File: src/rtl/rle_pkg.sv
// Shared types and constants for the RLE flash reader.
//   flash_state_t    : QSPI read sequencer states
//   FLASH_CMD_QREAD  : Quad Output Fast Read opcode
//   *_BITS / *_CLKS  : phase lengths in SPI clocks
package rle_pkg;
  typedef enum logic [2:0] {IDLE, CMD, ADDR, DUMMY, DATA, STALL} flash_state_t;

  localparam logic [7:0] FLASH_CMD_QREAD  = 8'h6B;
  localparam int         CMD_BITS         = 8;
  localparam int         ADDR_BITS        = 24;
  localparam int         DUMMY_CLKS       = 8;
  localparam int         NIBBLES_PER_WORD = 4;
  localparam int         WORD_W           = 16;
endpackage

File: src/rtl/rle_word_fifo.sv
// Two-entry word FIFO between the nibble shifter and the decoder.
//   clk, rstn  : clock, synchronous active-low reset
//   flush      : empties the FIFO (wins over push/pop)
//   push, din  : write a completed word
//   pop        : drop the head (ignored when empty)
//   valid/head : registered head entry
//   count      : occupancy 0..2
module rle_word_fifo
  import rle_pkg::*;
(
  input  logic              clk,
  input  logic              rstn,
  input  logic              flush,
  input  logic              push,
  input  logic              pop,
  input  logic [WORD_W-1:0] din,
  output logic              valid,
  output logic [WORD_W-1:0] head,
  output logic [1:0]        count
);
  logic [WORD_W-1:0] r_mem0, r_mem1;
  logic [1:0]        r_cnt;
  logic              w_pop, w_push;

  assign w_pop  = pop && (r_cnt != 2'd0);
  assign w_push = push && ((r_cnt != 2'd2) || w_pop);

  always_ff @(posedge clk) begin
    if (!rstn || flush) begin
      r_cnt  <= 2'd0;
      r_mem0 <= '0;
      r_mem1 <= '0;
    end else begin
      case ({w_push, w_pop})
        2'b10: begin
          if (r_cnt == 2'd0) r_mem0 <= din;
          else               r_mem1 <= din;
          r_cnt <= r_cnt + 2'd1;
        end
        2'b01: begin
          r_mem0 <= r_mem1;
          r_cnt  <= r_cnt - 2'd1;
        end
        2'b11: begin
          // occupancy unchanged; with one entry the new word becomes the head
          if (r_cnt == 2'd1) r_mem0 <= din;
          else begin
            r_mem0 <= r_mem1;
            r_mem1 <= din;
          end
        end
        default: ;
      endcase
    end
  end

  assign valid = (r_cnt != 2'd0);
  assign head  = r_mem0;
  assign count = r_cnt;
endmodule

File: src/rtl/rle_flash_reader.sv
// Streams RLE words from a QSPI flash (single 0x6B read from START_ADDR)
// into a 2-word FIFO read by the RLE decoder.
//   clk, rstn            : clock, synchronous active-low reset
//   stop_data            : abort, flush and rewind to START_ADDR
//   read_next            : decoder consumed the head word
//   data_ready, data     : FIFO head
//   spi_cs_n, spi_clk    : flash select / clock (clk/2)
//   spi_d_out, spi_d_oe  : flash IO drive and enables
//   spi_d_in             : flash IO inputs
module rle_flash_reader
  import rle_pkg::*;
#(
  parameter logic [23:0] START_ADDR = 24'h000000
) (
  input  logic        clk,
  input  logic        rstn,
  input  logic        stop_data,
  input  logic        read_next,
  output logic        data_ready,
  output logic [15:0] data,
  output logic        spi_cs_n,
  output logic        spi_clk,
  output logic [3:0]  spi_d_out,
  output logic [3:0]  spi_d_oe,
  input  logic [3:0]  spi_d_in
);
  flash_state_t r_state, w_state_nxt;
  logic        r_sclk;
  logic [4:0]  r_cnt;      // SPI clocks (or nibbles) completed in the phase
  logic [31:0] r_sh;       // command + address, MSB out first
  logic [11:0] r_word;     // first three nibbles of the word in flight
  logic [1:0]  r_cshi;     // consecutive CS-high cycles, saturating at 2
  logic        w_cnt_last, w_push, w_pop;
  logic [1:0]  w_count, w_occ_nxt;
  logic [15:0] w_word;

  assign w_pop     = read_next && data_ready;
  // r_sclk high means this edge is an SPI falling edge: sample point
  assign w_push    = (r_state == DATA) && r_sclk && w_cnt_last;
  assign w_word    = {r_word, spi_d_in};
  assign w_occ_nxt = w_count + 2'd1 - {1'b0, w_pop};

  always_comb begin
    w_cnt_last = 1'b0;
    case (r_state)
      CMD:     w_cnt_last = (r_cnt == 5'(CMD_BITS - 1));
      ADDR:    w_cnt_last = (r_cnt == 5'(ADDR_BITS - 1));
      DUMMY:   w_cnt_last = (r_cnt == 5'(DUMMY_CLKS - 1));
      DATA:    w_cnt_last = (r_cnt == 5'(NIBBLES_PER_WORD - 1));
      default: w_cnt_last = 1'b0;
    endcase
  end

  // state register
  always_ff @(posedge clk) begin
    if (!rstn) r_state <= IDLE;
    else       r_state <= w_state_nxt;
  end

  // next state
  always_comb begin
    w_state_nxt = r_state;
    if (stop_data) w_state_nxt = IDLE;
    else begin
      case (r_state)
        IDLE:    if (r_cshi == 2'd2)          w_state_nxt = CMD;
        CMD:     if (r_sclk && w_cnt_last)    w_state_nxt = ADDR;
        ADDR:    if (r_sclk && w_cnt_last)    w_state_nxt = DUMMY;
        DUMMY:   if (r_sclk && w_cnt_last)    w_state_nxt = DATA;
        // stall when the word about to start would not fit
        DATA:    if (w_push && (w_occ_nxt == 2'd2)) w_state_nxt = STALL;
        STALL:   if ((w_count != 2'd2) || w_pop) w_state_nxt = DATA;
        default: w_state_nxt = IDLE;
      endcase
    end
  end

  // outputs
  always_comb begin
    spi_cs_n  = (r_state == IDLE);
    spi_clk   = r_sclk;
    spi_d_oe  = 4'b0000;
    spi_d_out = 4'b0000;
    if ((r_state == CMD) || (r_state == ADDR)) begin
      spi_d_oe  = 4'b0001;
      spi_d_out = {3'b000, r_sh[31]};
    end
  end

  // SPI sequencer and nibble shifter
  always_ff @(posedge clk) begin
    if (!rstn || stop_data) begin
      r_sclk <= 1'b0;
      r_cnt  <= '0;
      r_sh   <= '0;
      r_word <= '0;
    end else begin
      case (r_state)
        IDLE: if (w_state_nxt == CMD) r_sh <= {FLASH_CMD_QREAD, START_ADDR};
        CMD, ADDR, DUMMY, DATA: begin
          r_sclk <= ~r_sclk;
          if (r_sclk) begin
            r_cnt <= w_cnt_last ? 5'd0 : r_cnt + 5'd1;
            r_sh  <= r_sh << 1;
            if (r_state == DATA) r_word <= {r_word[7:0], spi_d_in};
          end
        end
        // the stall already served as the low phase: resume straight to high
        STALL: if (w_state_nxt == DATA) r_sclk <= 1'b1;
        default: ;
      endcase
    end
  end

  always_ff @(posedge clk) begin
    if (!rstn)        r_cshi <= 2'd0;
    else if (spi_cs_n) r_cshi <= (r_cshi == 2'd2) ? 2'd2 : r_cshi + 2'd1;
    else              r_cshi <= 2'd0;
  end

  rle_word_fifo u_fifo (
    .clk   (clk),
    .rstn  (rstn),
    .flush (stop_data),
    .push  (w_push),
    .pop   (read_next),
    .din   (w_word),
    .valid (data_ready),
    .head  (data),
    .count (w_count)
  );
endmodule

File: config.mk
export PLATFORM = sky130hd
export DESIGN_NAME = rle_flash_reader
export DESIGN_NICKNAME = d
export VERILOG_FILES = /design/src/rtl/rle_pkg.sv /design/src/rtl/rle_word_fifo.sv /design/src/rtl/rle_flash_reader.sv
export SDC_FILE = /design/constraint.sdc
export NUM_CORES = 1
export LEC_CHECK = 0
export BUFFER_PORTS_ARGS = -buffer_cell sky130_fd_sc_hd__buf_2
export CORE_ASPECT_RATIO = 1.1
export CORE_MARGIN = 10
export CORE_UTILIZATION = 57
export DETAILED_ROUTE_END_ITERATION = 12
export GPL_TIMING_DRIVEN = 0
export PLACE_DENSITY = 0.78
export SLEW_MARGIN = 20
export SYNTH_ARGS = -nofsm -noshare
export SYNTH_HDL_FRONTEND = slang
export SYNTH_SLANG_ARGS = --single-unit
File: constraint.sdc
create_clock -name clk -period 2.1 [get_ports clk]
set_input_delay 0.21 -clock clk [delete_from_list [all_inputs] [get_ports clk]]
set_output_delay 0.21 -clock clk [all_outputs]
set_load 0.03 [all_outputs]
Word level (Yosys, flattened, before mapping)
Index checks and enable logic that the tools add are counted.
- flip-flop bits (word level): 89
- input bits: 8
- output and inout port bits: 27
- logic and storage cells: 94
- multiplexer cells: 25
- eq/ne operators: 23
- reduce and logical (&&, ||, !) cells: 28
- bitwise operators: 3
- add/sub/neg operators: 5
- operators with widths (operator ; number):
    2-to-1 mux 16 bit ; 4
    2-to-1 mux 32 bit ; 2
    one-hot mux 32 bit (2 select lines) ; 1
    one-hot mux 16 bit (3 select lines) ; 1
    one-hot mux 16 bit (2 select lines) ; 1
    2-to-1 mux 3 bit ; 7
    one-hot mux 3 bit (6 select lines) ; 1
    inequality test 2 bit (second input constant) ; 5
    nonzero test 2 bit ; 5
    == test 3 bit (second input constant) ; 3
    AND reduction 3 bit ; 3
    == test 2 bit (second input constant) ; 4
    AND reduction 2 bit ; 4
    == test 3 x 1 -> 1 bit (second input constant) ; 2
    == test 3 x 2 -> 1 bit (second input constant) ; 2
    logical AND 1 bit ; 6
    adder 5 x 1 -> 5 bit (second input constant) ; 1
    == test 5 x 2 -> 1 bit (second input constant) ; 1
    == test 5 x 3 -> 1 bit (second input constant) ; 1
    == test 5 bit (second input constant) ; 1
    2-to-1 mux 5 bit ; 1
    adder 2 x 1 -> 2 bit (second input constant) ; 2
    == test 2 x 1 -> 1 bit (second input constant) ; 2
    inequality test 2 x 1 -> 1 bit (second input constant) ; 2
    other kinds (16) ; 22

Depth between registers and ports, before layout
Gate-level depths: netlist of the first run.
- word-level depth: 11
- depth in mapped cells: 9
- mapped depth without buffers: 7

By module
From an unflattened synthesis of the first run, not the netlist that was laid out.
- cell total of the unflattened synthesis: 328
- area total of the unflattened synthesis: 2954.1 µm²
- by module, submodules not included (module ; area an instance (µm²) ; seq. area each (µm²) ; cells an instance ; times used):
    rle_word_fifo ; 1483.9 ; 680.7 ; 148 ; 1
    rle_flash_reader ; 1470.2 ; 620.6 ; 180 ; 1

Worst setup path after synthesis of the first run
OpenSTA, ideal clock, no wires.
- path kind: register -> register
- from: register r_state[0]
- to: register r_cnt[3]
- period minus slack after synthesis: 2.258 ns
- path buffers: 2
- data required time: 1.986 ns
- arrival: 2.144 ns
- stages on the path, launching flop included: 8
- setup time: 0.114 ns
- path slack: -0.158 ns
- cells stage by stage: dfxtp_1 clkbuf_1 nor3_1 and3b_1 clkbuf_1 nand4_1 xor2_1 nor2_1
- cells in the longest elaborated chain, start to end: 4
- elaborated cells between the ends (all ways): 9
- classes of those cells: eq/ne: 4; mux: 2; reduce/logical: 3
- ends and longest elaborated chain (element ; line ; RTL):
    start, declared ; rle_flash_reader.sv:27 ; flash_state_t r_state, w_state_nxt;
    start signal, assigned ; rle_flash_reader.sv:57 ; else r_state <= w_state_nxt;
    == test 3 x 1 -> 1 bit / == test 3 x 2 -> 1 bit (equally long branches) ; rle_flash_reader.sv:45, rle_flash_reader.sv:98 ;
    OR reduction 2 bit (no source line) ; -- ;
    one-hot mux 1 bit (3 select lines) ; rle_flash_reader.sv:45 ; case (r_state)
    2-to-1 mux 5 bit ; rle_flash_reader.sv:103 ; r_cnt <= w_cnt_last ? 5'd0 : r_cnt + 5'd1;
    end signal, assigned ; rle_flash_reader.sv:103 ;
    end, declared ; rle_flash_reader.sv:29 ; logic [4:0] r_cnt;
Parallel ways exist; a longest one is shown, timed or not.
A chain may end at the register's enable or synchronous reset.

Final worst setup path of the first run
- from: register r_cnt[2]
- to: register u_fifo.r_mem1[10]
- cells in the longest elaborated chain, start to end: 7
- elaborated cells between the ends (all ways): 13
- classes of those cells: eq/ne: 7; mux: 2; reduce/logical: 4
- ends and longest elaborated chain (element ; line ; RTL):
    == test 5 x 2 -> 1 bit, or another cell as far along ; rle_flash_reader.sv:49 ; DATA: w_cnt_last = (r_cnt == 5'(NIBBLES_PER_WORD - 1));
    one-hot mux 1 bit (3 select lines) * ; rle_flash_reader.sv:45 ;
    logical AND 1 bit * ; rle_flash_reader.sv:39 ; assign w_push = (r_state == DATA) && r_sclk && w_cnt_last;
    logical AND 1 bit * ; rle_word_fifo.sv:26 ; assign w_push = push && ((r_cnt != 2'd2) || w_pop);
    == test 2 bit ; rle_word_fifo.sv:34 ; case ({w_push, w_pop})
    inequality test 2 bit (no source line) / nonzero test 2 bit (equally long branches) ; -- ;
    AND reduction 3 bit (no source line) ; -- ;
    end signal, assigned ; rle_word_fifo.sv:37 ; else r_mem1 <= din;
    end signal, assigned ; rle_word_fifo.sv:49 ; r_mem1 <= din;
    end, declared ; rle_word_fifo.sv:21 ; logic [WORD_W-1:0] r_mem0, r_mem1;
Mark *: on every way between the ends. The rest lies on a longest branch, timed or not.

==> results.cfg, run 1 <==
[outcome]
outcome = completed

[worst_hold_path]
hold_path.class = in -> reg

[yosys]
synthesis.area_um2 = 2830
yosysWarnings = 0
async_flop_share_pct = 0
ys_types = 44
ys_seq_area_share_pct = 45.9
synth_flop_cell = dfxtp_1
synth_edf_count = 0
ys_ff_latch = 65
syn_inst = 319
syn_avg_cell_area_um2 = 8.88

[timing]
finClkSkew_ns = 0.00920
maxSlewViolCount = 0
max_slew_margin_pct = 62.3
finalCritPeriodShare_pct = 96.4
fin_ws_ns = 0.0765
max_freq_ghz = 0.494
fin_crit_ns = 2.02
setup_viol = 0
tightest_slew_ns = 0.566
hold_viol_final = 0

[drt]
drc_errors = 0
drtIter0Drc = 159
drt-vias-per-instance = 5.51
drt_first_pass_iters = 4
wirelength_um = 6510
postRouteAntennaNets = 0
dr_total_vias = 2369
route.detailed.wl_per_inst_um = 15.1

[cells_and_area]
final_cell_mix = 65 x dfxtp_1, 60 x nor2_1, 31 x nand2_1
area_growth_syn_to_layout_pct = 18.6
multi_input_area_um2 = 1390
design_area_um2 = 3360
final_common_cell = dfxtp_1
n_antenna_cell = 0
final_util_pct = 71.2
final_nets = 382
fill_cells = 377
final_layout_size_suffix_gt1_share_pct = 20.1
ff_latch_area_um2 = 1300
final_cells = 430

[setup_path]
crit_path_start = r_cnt[2]
r2r_start = r_cnt[2]
path_class = reg -> reg
cp-start-kind = flip-flop
r2r_slack_ns = 0.08
critical_path.endpoint = u_fifo.r_mem1[10]
crit_required_ns = 2.31
reg2regPathDepth = 8
cp_max_fo = 10
cp.arrival_ns = 2.24
cp-end-kind = flip-flop
timing.rr.end = u_fifo.r_mem1[10]

[place]
placed_area_um2 = 3070
dp_slack_ns = -0.256
place_congestion = 0.866
numPortBuffers = 28
hpwlAfterDp_um = 4600
dpl.cell_count = 408

[cts]
holdBufCountCts = 0
cts_buffer_depth = 2
numCtsBuffers = 9
cts_root_buf = clkbuf_8
cts.reportedPaths.clkPinSlew_ns = 0.07
clk_latency_ns = 0.34
cts_tree = built
h-tree-depth = 3
cts_sinks = 65

[grt]
met2_usage_pct = 28.2
grt_overflow = 0
grt_pass1_vias = 2411
grtUsageTotal_pct = 16.3
grt_antenna_before_repair = 0
grtUsageMet1_pct = 17.8
grtUsageMet3_pct = 3.39
grt-busiest-layer = met2
grt_max_degree = 17
grt_pass1_wl_um = 10900

[floorplan]
ios = 35
coreArea_um2 = 4720
dieArea_um2 = 8200
die_h_um = 94.0
die_w_um = 87.2
initial_core_util_pct = 60.1
std_cell_rows = 26

[job]
maxCapViolations = 0

[pwr]
ir_drop_mv = 0.444
p_per_area_nw_per_um2 = 755
total_power_mw = 2.54
p_leak_nw = 1.34
## worst max-delay path: stages (launching register included)
cell and delay, ns:
dfxtp_1 0.31, buf_6 0.13, or4b_4 0.52, nor2b_4 0.19
o2111a_1 0.24, buf_6 0.12, buf_12 0.13, mux2i_1 0.19
nor2_1 0.06
## sequential cells by signal (all words and copies together), names as in the netlist, 2 cells and up
name / flops
r_cnt: 5
r_cshi: 2
r_sh: 8
r_state: 3
r_word: 12
u_fifo.count: 2
u_fifo.head: 16
u_fifo.r_mem1: 16
## layer usage
metal,vias up,share of wire [%]
met1,1104,43
li1,1205,-
met3,14,4.1
met2,46,51
met5,-,0
met4,0,2.6
## timing repair
item,CTS,global route
buffers inserted,4,4
resized for setup,2,7
pin swaps,1,3
setup endpoints to repair,20,42
## power breakdown
part           leakage, nW  internal (mW)  switching (mW)
combinational        0.718         0.0501          0.0944
clock               0.0995          0.667           0.472
sequential           0.524           1.25         0.00733
## cell families after synthesis
logic type / count (synthesis) / share of synthesized area [%]
and+or+nand+nor: 129 / 21.3
DFF: 65 / 45.9
AOI/OAI and AO/OA: 64 / 16.2
buffers and inverters: 32 / 6.40
muxes: 16 / 5.65
xor gates and xnor gates: 7 / 2.16
adders and majority gates: 5 / 2.21
other: 1 / 0.132
## worst min-delay path by stage
stage	start	end	slack, ns	depth (start not counted)
2_1_floorplan	spi_d_in[0]	r_word[0]	0.35	2
3_3_place_gp	r_cshi[0]	r_cshi[0]	0.41	1
3_5_place_dp	r_cshi[0]	r_cshi[0]	0.41	1
4_1_cts	spi_d_in[1]	r_word[1]	0.12	3
5_1_grt	spi_d_in[1]	r_word[1]	0.14	3
6_report	spi_d_in[1]	r_word[1]	0.12	3
## cell type report
cell class	count	share of cell area, %
plain buffers	25	4.69
multi-input cells	227	41.3
clock inverters	5	2.38
well taps	56	2.08
flip-flops and latches	65	38.7
clock buffers	11	3.91
inverters	5	0.558
repair buffers	36	6.33
## cell usage after synthesis (all sizes together) (5+ instances only)
cell type  instances  area (um^2)
dfxtp             65         1300
nor2              60          225
nand2             31          116
a21oi             21          105
clkbuf            17         63.8
mux2i             16          160
o221ai            16          140
buf               10         98.8
o21ai              9         45.0
nand2b             7         51.3
ha                 5         62.6
inv                5         18.8
nand3              5         25.0
nor2b              5         38.8
nor3               5         25.0
## metrics by stage
| step | TNS (ns) | hold WS [ns] |
|---|---|---|
| 6_report | 0 | 0.123 |
| 3_3_place_gp | -1.79 | 0.409 |
| 5_1_grt | -0.00765 | 0.137 |
| 4_1_cts | 0 | 0.117 |
| 2_1_floorplan | 0 | 0.346 |
| 3_5_place_dp | -2.53 | 0.415 |
(Power assumes the default switching activity.)
==> inputs of run 2 (changes only) <==
--- a/config.mk
+++ b/config.mk
@@ -12,6 +12,7 @@
 export DETAILED_ROUTE_END_ITERATION = 12
 export GPL_TIMING_DRIVEN = 0
 export PLACE_DENSITY = 0.78
+export SETUP_SLACK_MARGIN = 0.3
 export SLEW_MARGIN = 20
 export SYNTH_ARGS = -nofsm -noshare
 export SYNTH_HDL_FRONTEND = slang
==> run 2 against run 1 <==
Compared with the run above: critical endpoint is now u_fifo.r_mem1[9]; count of clock-buffer cells in the layout decreased by 1; critical path depth unchanged; sequential share of layout area decreased by 3.0 points; flip-flop and latch count unchanged; fmax about the same; wire length increased by 9.0%; clock skew about the same; sequential power about the same; non-clock buffer count increased by 9; global-route usage increased by 1.3 points; via count increased by 6.2%; clock power increased by 4%.
==> results.cfg, run 2 (same netlist as run 1, synthesis figures left out) <==
[outcome]
outcome = completed

[job]
maxCapViolations = 0

[cells_and_area]
final_common_cell = dfxtp_1
final_layout_size_suffix_gt1_share_pct = 29.5
final_cell_mix = 62 x dfxtp_1, 60 x nor2_1, 31 x nand2_1
final_cells = 439
n_antenna_cell = 0
final_util_pct = 77.4
area_growth_syn_to_layout_pct = 28.8
final_nets = 391

[setup_path]
r2r_slack_ns = 0.08
path_class = reg -> reg
cp.arrival_ns = 2.25
cp_max_fo = 5
cp-end-kind = flip-flop
cp-start-kind = flip-flop
crit_required_ns = 2.33

[place]
hpwlAfterDp_um = 4560
dpl.cell_count = 408
place_congestion = 0.849
dp_slack_ns = -0.129
numPortBuffers = 28

[grt]
grt_pass1_wl_um = 11600
grt_max_degree = 13
grtUsageTotal_pct = 17.6
grt_antenna_before_repair = 0
grt_pass1_vias = 2456
grt_overflow = 0

[cts]
cts_root_buf = clkbuf_8
cts.reportedPaths.clkPinSlew_ns = 0.08
h-tree-depth = 3
numCtsBuffers = 9
cts_buffer_depth = 2
cts_tree = built
cts_sinks = 65
holdBufCountCts = 0
clk_latency_ns = 0.35

[timing]
finalCritPeriodShare_pct = 96.3
max_freq_ghz = 0.495
tightest_slew_ns = 0.776
fin_ws_ns = 0.0778
max_slew_margin_pct = 48.3
fin_crit_ns = 2.02
setup_viol = 0
finClkSkew_ns = 0.00935
rsz0062_at_grt = true
maxSlewViolCount = 0
hold_viol_final = 0

[drt]
drtIter0Drc = 143
wirelength_um = 7090
drt-vias-per-instance = 5.73
drt_first_pass_iters = 5
postRouteAntennaNets = 0
route.detailed.wl_per_inst_um = 16.2
drc_errors = 0
dr_total_vias = 2517

[pwr]
ir_drop_mv = 0.528
p_leak_nw = 1.44
total_power_mw = 2.59
p_per_area_nw_per_um2 = 710

[floorplan]
die_w_um = 87.2
std_cell_rows = 26
coreArea_um2 = 4720
ios = 35
initial_core_util_pct = 60.1
die_h_um = 94.0
dieArea_um2 = 8200

[worst_hold_path]
hold_path.class = in -> reg
[run 2: cell types whose count changed in the layout (fill, tap and decap cells not counted), sizes merged]
cell      before  now
clkbuf        26   24
clkinv         1    3
buf           46   56
clkinvlp       2    0
inv            5    6
[run 2: path summary, 6_finish.rpt]
path | startpoint | endpoint | depth (start not counted)
setup / recovery | r_cnt[2] | u_fifo.r_mem1[9] | 8
hold / removal | spi_d_in[1] | r_word[1] | 3
setup reg to reg | r_cnt[2] | u_fifo.r_mem1[9] | 8
hold reg to reg | r_cshi[0] | r_cshi[0] | 1
[run 2: where the power goes]
group          switching, mW  total [mW]  internal, mW
Sequential           0.00713        1.26          1.25
Combinational         0.0986       0.151        0.0525
Clock                  0.510        1.18         0.675
[run 2: metrics by stage]
step | cell area, um^2 | hold WS, ns | TNS (ns)
after floorplan | 2920 | 0.346 | 0
after global placement | 3130 | 0.411 | -0.514
after detailed placement | 3130 | 0.414 | -0.590
after CTS | 3490 | 0.117 | 0
after global routing | 3650 | 0.134 | 0
final | 3650 | 0.128 | 0
[run 2: layer usage]
metal  up-vias  GRT usage [%]  routed length, um
met5         -              0                  0
met4         0           9.57                119
met3        14           4.25                388
met2        66           29.6               3630
met1      1211           19.9               2950
li1       1226              -                  -
[run 2: what timing repair did]
item,in CTS,in global routing
pin swaps,6,19
buffers inserted,8,5
gates cloned,1,1
resized for setup,20,35
endpoints found under the setup margin,44,57
[run 2: area by class of cell]
cell class	instances	area, um^2
plain buffers	27	199
clock buffers	10	128
clock inverters	6	91.3
fillers	325	1070
inverters	5	18.8
multi-input cells	227	1540
flip-flops and latches	65	1310
well taps	56	70.1
repair buffers	43	298
[run 2: worst max-delay path: stages (launching register included)]
cell,delay [ns]
dfxtp_2,0.32
buf_6,0.11
or4b_4,0.52
nor2b_4,0.19
o2111a_1,0.22
buf_6,0.14
clkbuf_16,0.15
mux2i_1,0.19
nor2_1,0.06
